`src/rtl/pipeline_hazard_controller.sv`:
```
// Stall/flush sequencer for the 5-stage pipeline registers.
// Handles load-use bubbles, multi-cycle memory freezes and branch squash.
module pipeline_hazard_controller #(
    parameter int REG_W   = 4,
    parameter int MEM_LAT = 3,
    parameter int CNT_W   = 16
) (
    input  logic             clk,
    input  logic             rst_n,
    input  logic [REG_W-1:0] id_rs1,
    input  logic [REG_W-1:0] id_rs2,
    input  logic             id_uses_rs2,
    input  logic [REG_W-1:0] ex_rd,
    input  logic             ex_mm,
    input  logic             ex_wbs,
    input  logic             ex_branch_taken,
    input  logic             mem_req,
    output logic             pc_en,
    output logic             ifid_en,
    output logic             ifid_flush,
    output logic             idex_en,
    output logic             idex_flush,
    output logic             exmem_en,
    output logic             memwb_bubble,
    output logic [1:0]       state,
    output logic [CNT_W-1:0] stall_cycles
);

    localparam int CW = (MEM_LAT > 2) ? $clog2(MEM_LAT) : 1;
    localparam logic [CW-1:0] CNT_INIT = CW'(MEM_LAT - 2);
    localparam logic [CNT_W-1:0] SAT = {CNT_W{1'b1}};

    typedef enum logic [1:0] {
        RUN      = 2'b00,
        MEM_WAIT = 2'b01,
        FLUSH    = 2'b10
    } state_t;

    state_t            state_q, state_d;
    logic [CW-1:0]     cnt_q, cnt_d;
    logic              pend_q, pend_d;
    logic [CNT_W-1:0]  stall_q, stall_d;

    logic pc_en_c, ifid_en_c, ifid_fl_c;
    logic idex_en_c, idex_fl_c, exmem_en_c, bub_c;
    logic luh;

    assign luh = ex_mm && ex_wbs && (ex_rd != '0) &&
                 ((ex_rd == id_rs1) ||
                  (id_uses_rs2 && (ex_rd == id_rs2)));

    always_comb begin
        pc_en_c    = 1'b1;
        ifid_en_c  = 1'b1;
        ifid_fl_c  = 1'b0;
        idex_en_c  = 1'b1;
        idex_fl_c  = 1'b0;
        exmem_en_c = 1'b1;
        bub_c      = 1'b0;
        state_d    = state_q;
        cnt_d      = cnt_q;
        pend_d     = pend_q;
        unique case (state_q)
            RUN: begin
                if (mem_req) begin
                    {pc_en_c, ifid_en_c, idex_en_c, exmem_en_c} = '0;
                    bub_c   = 1'b1;
                    cnt_d   = CNT_INIT;
                    pend_d  = 1'b0;
                    state_d = MEM_WAIT;
                end else if (ex_branch_taken) begin
                    ifid_fl_c = 1'b1;
                    idex_fl_c = 1'b1;
                    state_d   = FLUSH;
                end else if (luh) begin
                    pc_en_c   = 1'b0;
                    ifid_en_c = 1'b0;
                    idex_fl_c = 1'b1;
                end
            end
            MEM_WAIT: begin
                if (cnt_q != '0) begin
                    {pc_en_c, ifid_en_c, idex_en_c, exmem_en_c} = '0;
                    bub_c = 1'b1;
                    cnt_d = cnt_q - 1'b1;
                end else begin
                    state_d = pend_q ? FLUSH : RUN;
                    pend_d  = 1'b0;
                end
            end
            FLUSH: begin
                if (mem_req) begin
                    {pc_en_c, ifid_en_c, idex_en_c, exmem_en_c} = '0;
                    bub_c   = 1'b1;
                    cnt_d   = CNT_INIT;
                    pend_d  = 1'b1;
                    state_d = MEM_WAIT;
                end else begin
                    ifid_fl_c = 1'b1;
                    state_d   = RUN;
                end
            end
            default: state_d = RUN;
        endcase
    end

    always_comb begin
        stall_d = stall_q;
        if (!pc_en_c && (stall_q != SAT)) stall_d = stall_q + 1'b1;
    end

    always_ff @(posedge clk or negedge rst_n) begin
        if (!rst_n) begin
            state_q <= RUN;
            cnt_q   <= '0;
            pend_q  <= 1'b0;
            stall_q <= '0;
        end else begin
            state_q <= state_d;
            cnt_q   <= cnt_d;
            pend_q  <= pend_d;
            stall_q <= stall_d;
        end
    end

    // Everything reads as zero while reset is held, even mid-access.
    assign pc_en        = rst_n & pc_en_c;
    assign ifid_en      = rst_n & ifid_en_c;
    assign ifid_flush   = rst_n & ifid_fl_c;
    assign idex_en      = rst_n & idex_en_c;
    assign idex_flush   = rst_n & idex_fl_c;
    assign exmem_en     = rst_n & exmem_en_c;
    assign memwb_bubble = rst_n & bub_c;
    assign state        = rst_n ? state_q : 2'b00;
    assign stall_cycles = stall_q;

endmodule
```
`config.mk`:
```
export PLATFORM = sky130hd
export DESIGN_NAME = pipeline_hazard_controller
export DESIGN_NICKNAME = d
export VERILOG_FILES = /design/src/rtl/pipeline_hazard_controller.sv
export SDC_FILE = /design/constraint.sdc
export NUM_CORES = 1
export LEC_CHECK = 0
export CAP_MARGIN = 0
export CELL_PAD_IN_SITES_DETAIL_PLACEMENT = 1
export CELL_PAD_IN_SITES_GLOBAL_PLACEMENT = 1
export CORE_MARGIN = 1.5
export CORE_UTILIZATION = 35
export CTS_BUF_LIST = sky130_fd_sc_hd__clkbuf_8
export DETAILED_ROUTE_END_ITERATION = 8
export PLACE_DENSITY = 0.85
export SLEW_MARGIN = 20
export SYNTH_ARGS = -nofsm -noshare
export SYNTH_HDL_FRONTEND = slang
export SYNTH_SLANG_ARGS = --single-unit
export TNS_END_PERCENT = 1
```
`constraint.sdc`:
```
create_clock -name clk -period 2.3 [get_ports clk]
set_input_delay 0.23 -clock clk [delete_from_list [all_inputs] [get_ports clk]]
set_output_delay 0.23 -clock clk [all_outputs]
set_load 0.05 [all_outputs]
```
==> run metrics <==
most frequent cells after synthesis 21 x dfrtp_1, 17 x xor2_1, 8 x nor2_1, 8 x nor3_1, 7 x nand2_1; fillers 368; top cells by area, synth dfrtp_1 42%, xor2_1 12%, xnor2_1 3.5%; Syn Inst Count 122; Mapped Nets 143; layout net count 195; Pwr per Cell Area 1111 mW/mm^2; RSZ-0062 raised after global routing yes; Starting Density 36.95%; port bufs 43; area of the core 0.003390 sq mm; GRT overflow 0; CTS tree yes; area grow syn2layout 53.45%; die area 0.003946 sq mm; Synth Area in XOR/XNOR 15.38%; Root Buffer clkbuf_8; Post-synth EDFFs 0; flops & latches, synth 21; status finished clean; vias in the first global route 1,275; Layout Cells excl Fill 219; Post-Syn Area per Cell 10.27 sq um; Vias 1,166; main combinational cell family by area after synthesis simple AND/OR/NAND/NOR gates; critical-path cell list or3_1 -> a41oi_1 -> a21boi_2 -> o21a_2 -> buf_12; row count 21; Synth Area in Compound Gates 8.591%; post-synthesis mux area share 2.098%; Final HPWL DP 2.841 mm; CP required 2.07 ns; Worst VDD drop 0.6432 mV; FF-to-FF setup slack 0.15 ns; Die X 62.82 um; layout cells sized above 1 20.81%; f_max 445.6 MHz; Hold Path Class input pin to async pin; antenna violations before repair 0; crit path capture type primary output; crit path DAT 2.01 ns; CTS sink cnt 21; sequential share of power 27.5%; worst setup margin 0.05569 ns; Net Sw Frac 45.56%; Placed Area 0.001864 sq mm; Worst-path clk slew 0.08 ns; I/O pin total 44; post-synth cell types 41; Total GRT Usage 18.58%; Slew headroom 66.38%; Reg-to-Reg Start cnt_q[0]; Post CTS Setup Buffer Count 0; post-synthesis sequential area ratio 41.96%; Max Cap Viol 0; final WL 3.439 mm; Synth area leader dfrtp_1; Clock Latency Late Sink 0.26 ns; adder-cell share of the synthesized area 1.998%; Num CTS Buffers 3; reg-to-reg endpoint stall_cycles[14]; Reg2Reg Depth 9; total net switching power 0.9730 mW; Worst Setup Start Kind flip-flop; die height 62.82 um; Synth Cell Area 0.001252 sq mm; Max stage delay cell, worst path dfrtp_1; Int Pwr 1.163 mW; Comb pwr share 61.1%; H-tree depth 1; first-pass GRT wire length 5.865 mm; min cycle time layout 2.244 ns; Simple-Gate Fraction of Synth Area 27.37%; Clock Power Share 11.5%; Yosys top cell area share 41.96%; Tcrit/Tclk final 97.58%; maximum buffer depth of the clock tree 2; endpoints failing hold 0; Yosys Warn Count 0; drc violations 0; Final Setup Violations 0; wire per inst 15.70 um; post-route cell area 0.001922 sq mm; final core utilization 56.70%; Post-Route Skew 0.003581 ns; DR pass1 iterations 4; Setup WS pre-CTS 0.02608 ns; DR iter-0 viols 20; leakage power 0.8379 nW; Post-synth top flop dfrtp_1; GPL Wtd Cong 0.8394; Slew Viols, Final 0; Antenna diodes 0; count leader, synth dfrtp_1; total placed cells including tap cells 215; Worst path max stage delay 0.47 ns; critical path class flip-flop to primary output; asr flop ratio synth 100.0%; largest net degree at the start of global routing 13; Routed Antenna Nets 0; Worst Max-Slew Pin Slew 0.5028 ns; Critical Path Fanout Max 8; Hold Slack 0.2687 ns; vias per inst 5.324
-- layout by cell type (no fill, tap or decap), drive strengths merged, types with 2 or more instances in the layout --
cell,n
nand3,4
clkdlybuf4s50,34
xnor2,5
xor2,17
mux2,2
and4,4
nor4,4
and2,5
ha,2
buf,16
or2,2
nor3,8
o22ai,2
inv,3
nor2,9
nand2,7
dfrtp,21
nor3b,2
clkbuf,3
nor4b,2
nand4,4
a41oi,2
-- cells by family (layout without fill, tap and decap cells) --
| kind of cell | count (synthesis) | count (layout) |
|---|---|---|
| buffers and inverters | 6 | 57 |
| and+or+nand+nor | 57 | 57 |
| adders and majority gates | 2 | 2 |
| AOI/OAI and AO/OA | 12 | 12 |
| xor gates and xnor gates | 22 | 22 |
| DFF | 21 | 21 |
| muxes | 2 | 2 |
-- state kept, by name, indices dropped and copies added (netlist names) --
signal and count:
state_q 2, stall_cycles 16, pend_q 1, cnt_q 2
-- area by class of cell --
type / count / area [sq um] / share of cell area, %
tap: 46 / 57.56 / 2.995
clock inverter: 1 / 5.005 / 0.2604
sequential: 21 / 525.5 / 27.34
multi-input combinational: 95 / 705.7 / 36.72
clock buffer: 3 / 41.29 / 2.148
inverter: 3 / 13.76 / 0.7161
timing repair buffer: 50 / 573.1 / 29.82
-- what timing repair did --
| item | in CTS | in global routing |
|---|---|---|
| hold buffers | 0 | 0 |
| endpoints found under the setup margin | 0 | 4 |
| gates resized for setup | 0 | 4 |
-- stage by stage --
step	TNS [ns]	total power, mW
floorplan	0	1.344
global placement	0	1.828
detailed placement	0	1.879
CTS	0	2.127
global route	-0.04565	2.242
finish	0	2.136
-- critical path: cells and delay by family, from the launching register on --
kind / cells / cell delay [ns]
AO/OA/AOI/OAI: 3 / 0.73
flip-flops: 1 / 0.47
AND/OR/NAND/NOR: 1 / 0.41
buffers and inverters: 1 / 0.15
-- power groups by stage --
stage	logic [mW]	registers [mW]	clock network (mW)
floorplan	0.588	0.756	0
global placement	1.25	0.581	0
detailed placement	1.29	0.590	0
CTS	1.29	0.586	0.247
global route	1.38	0.603	0.260
finish	1.30	0.587	0.245
-- metal layers --
metal  track usage, %  share of wire, %
met2            36.29                54
met3            3.604               5.8
met4            6.111              0.61
met5                0                 0
met1            19.66                39
-- worst max path at each step --
stage / startpoint / to / slack, ns / cells past startpoint
after detailed placement: ex_rd[0] / idex_flush / 0.03 / 7
after global placement: ex_rd[0] / pc_en / 0.1 / 6
after floorplan: state_q[1] / pc_en / 0.05 / 6
after global routing: state_q[1] / pc_en / -0.02 / 5
after CTS: ex_rd[0] / idex_flush / 0.001 / 7
final: state_q[1] / pc_en / 0.06 / 5
No activity file was read; power rests on OpenSTA's default activity.
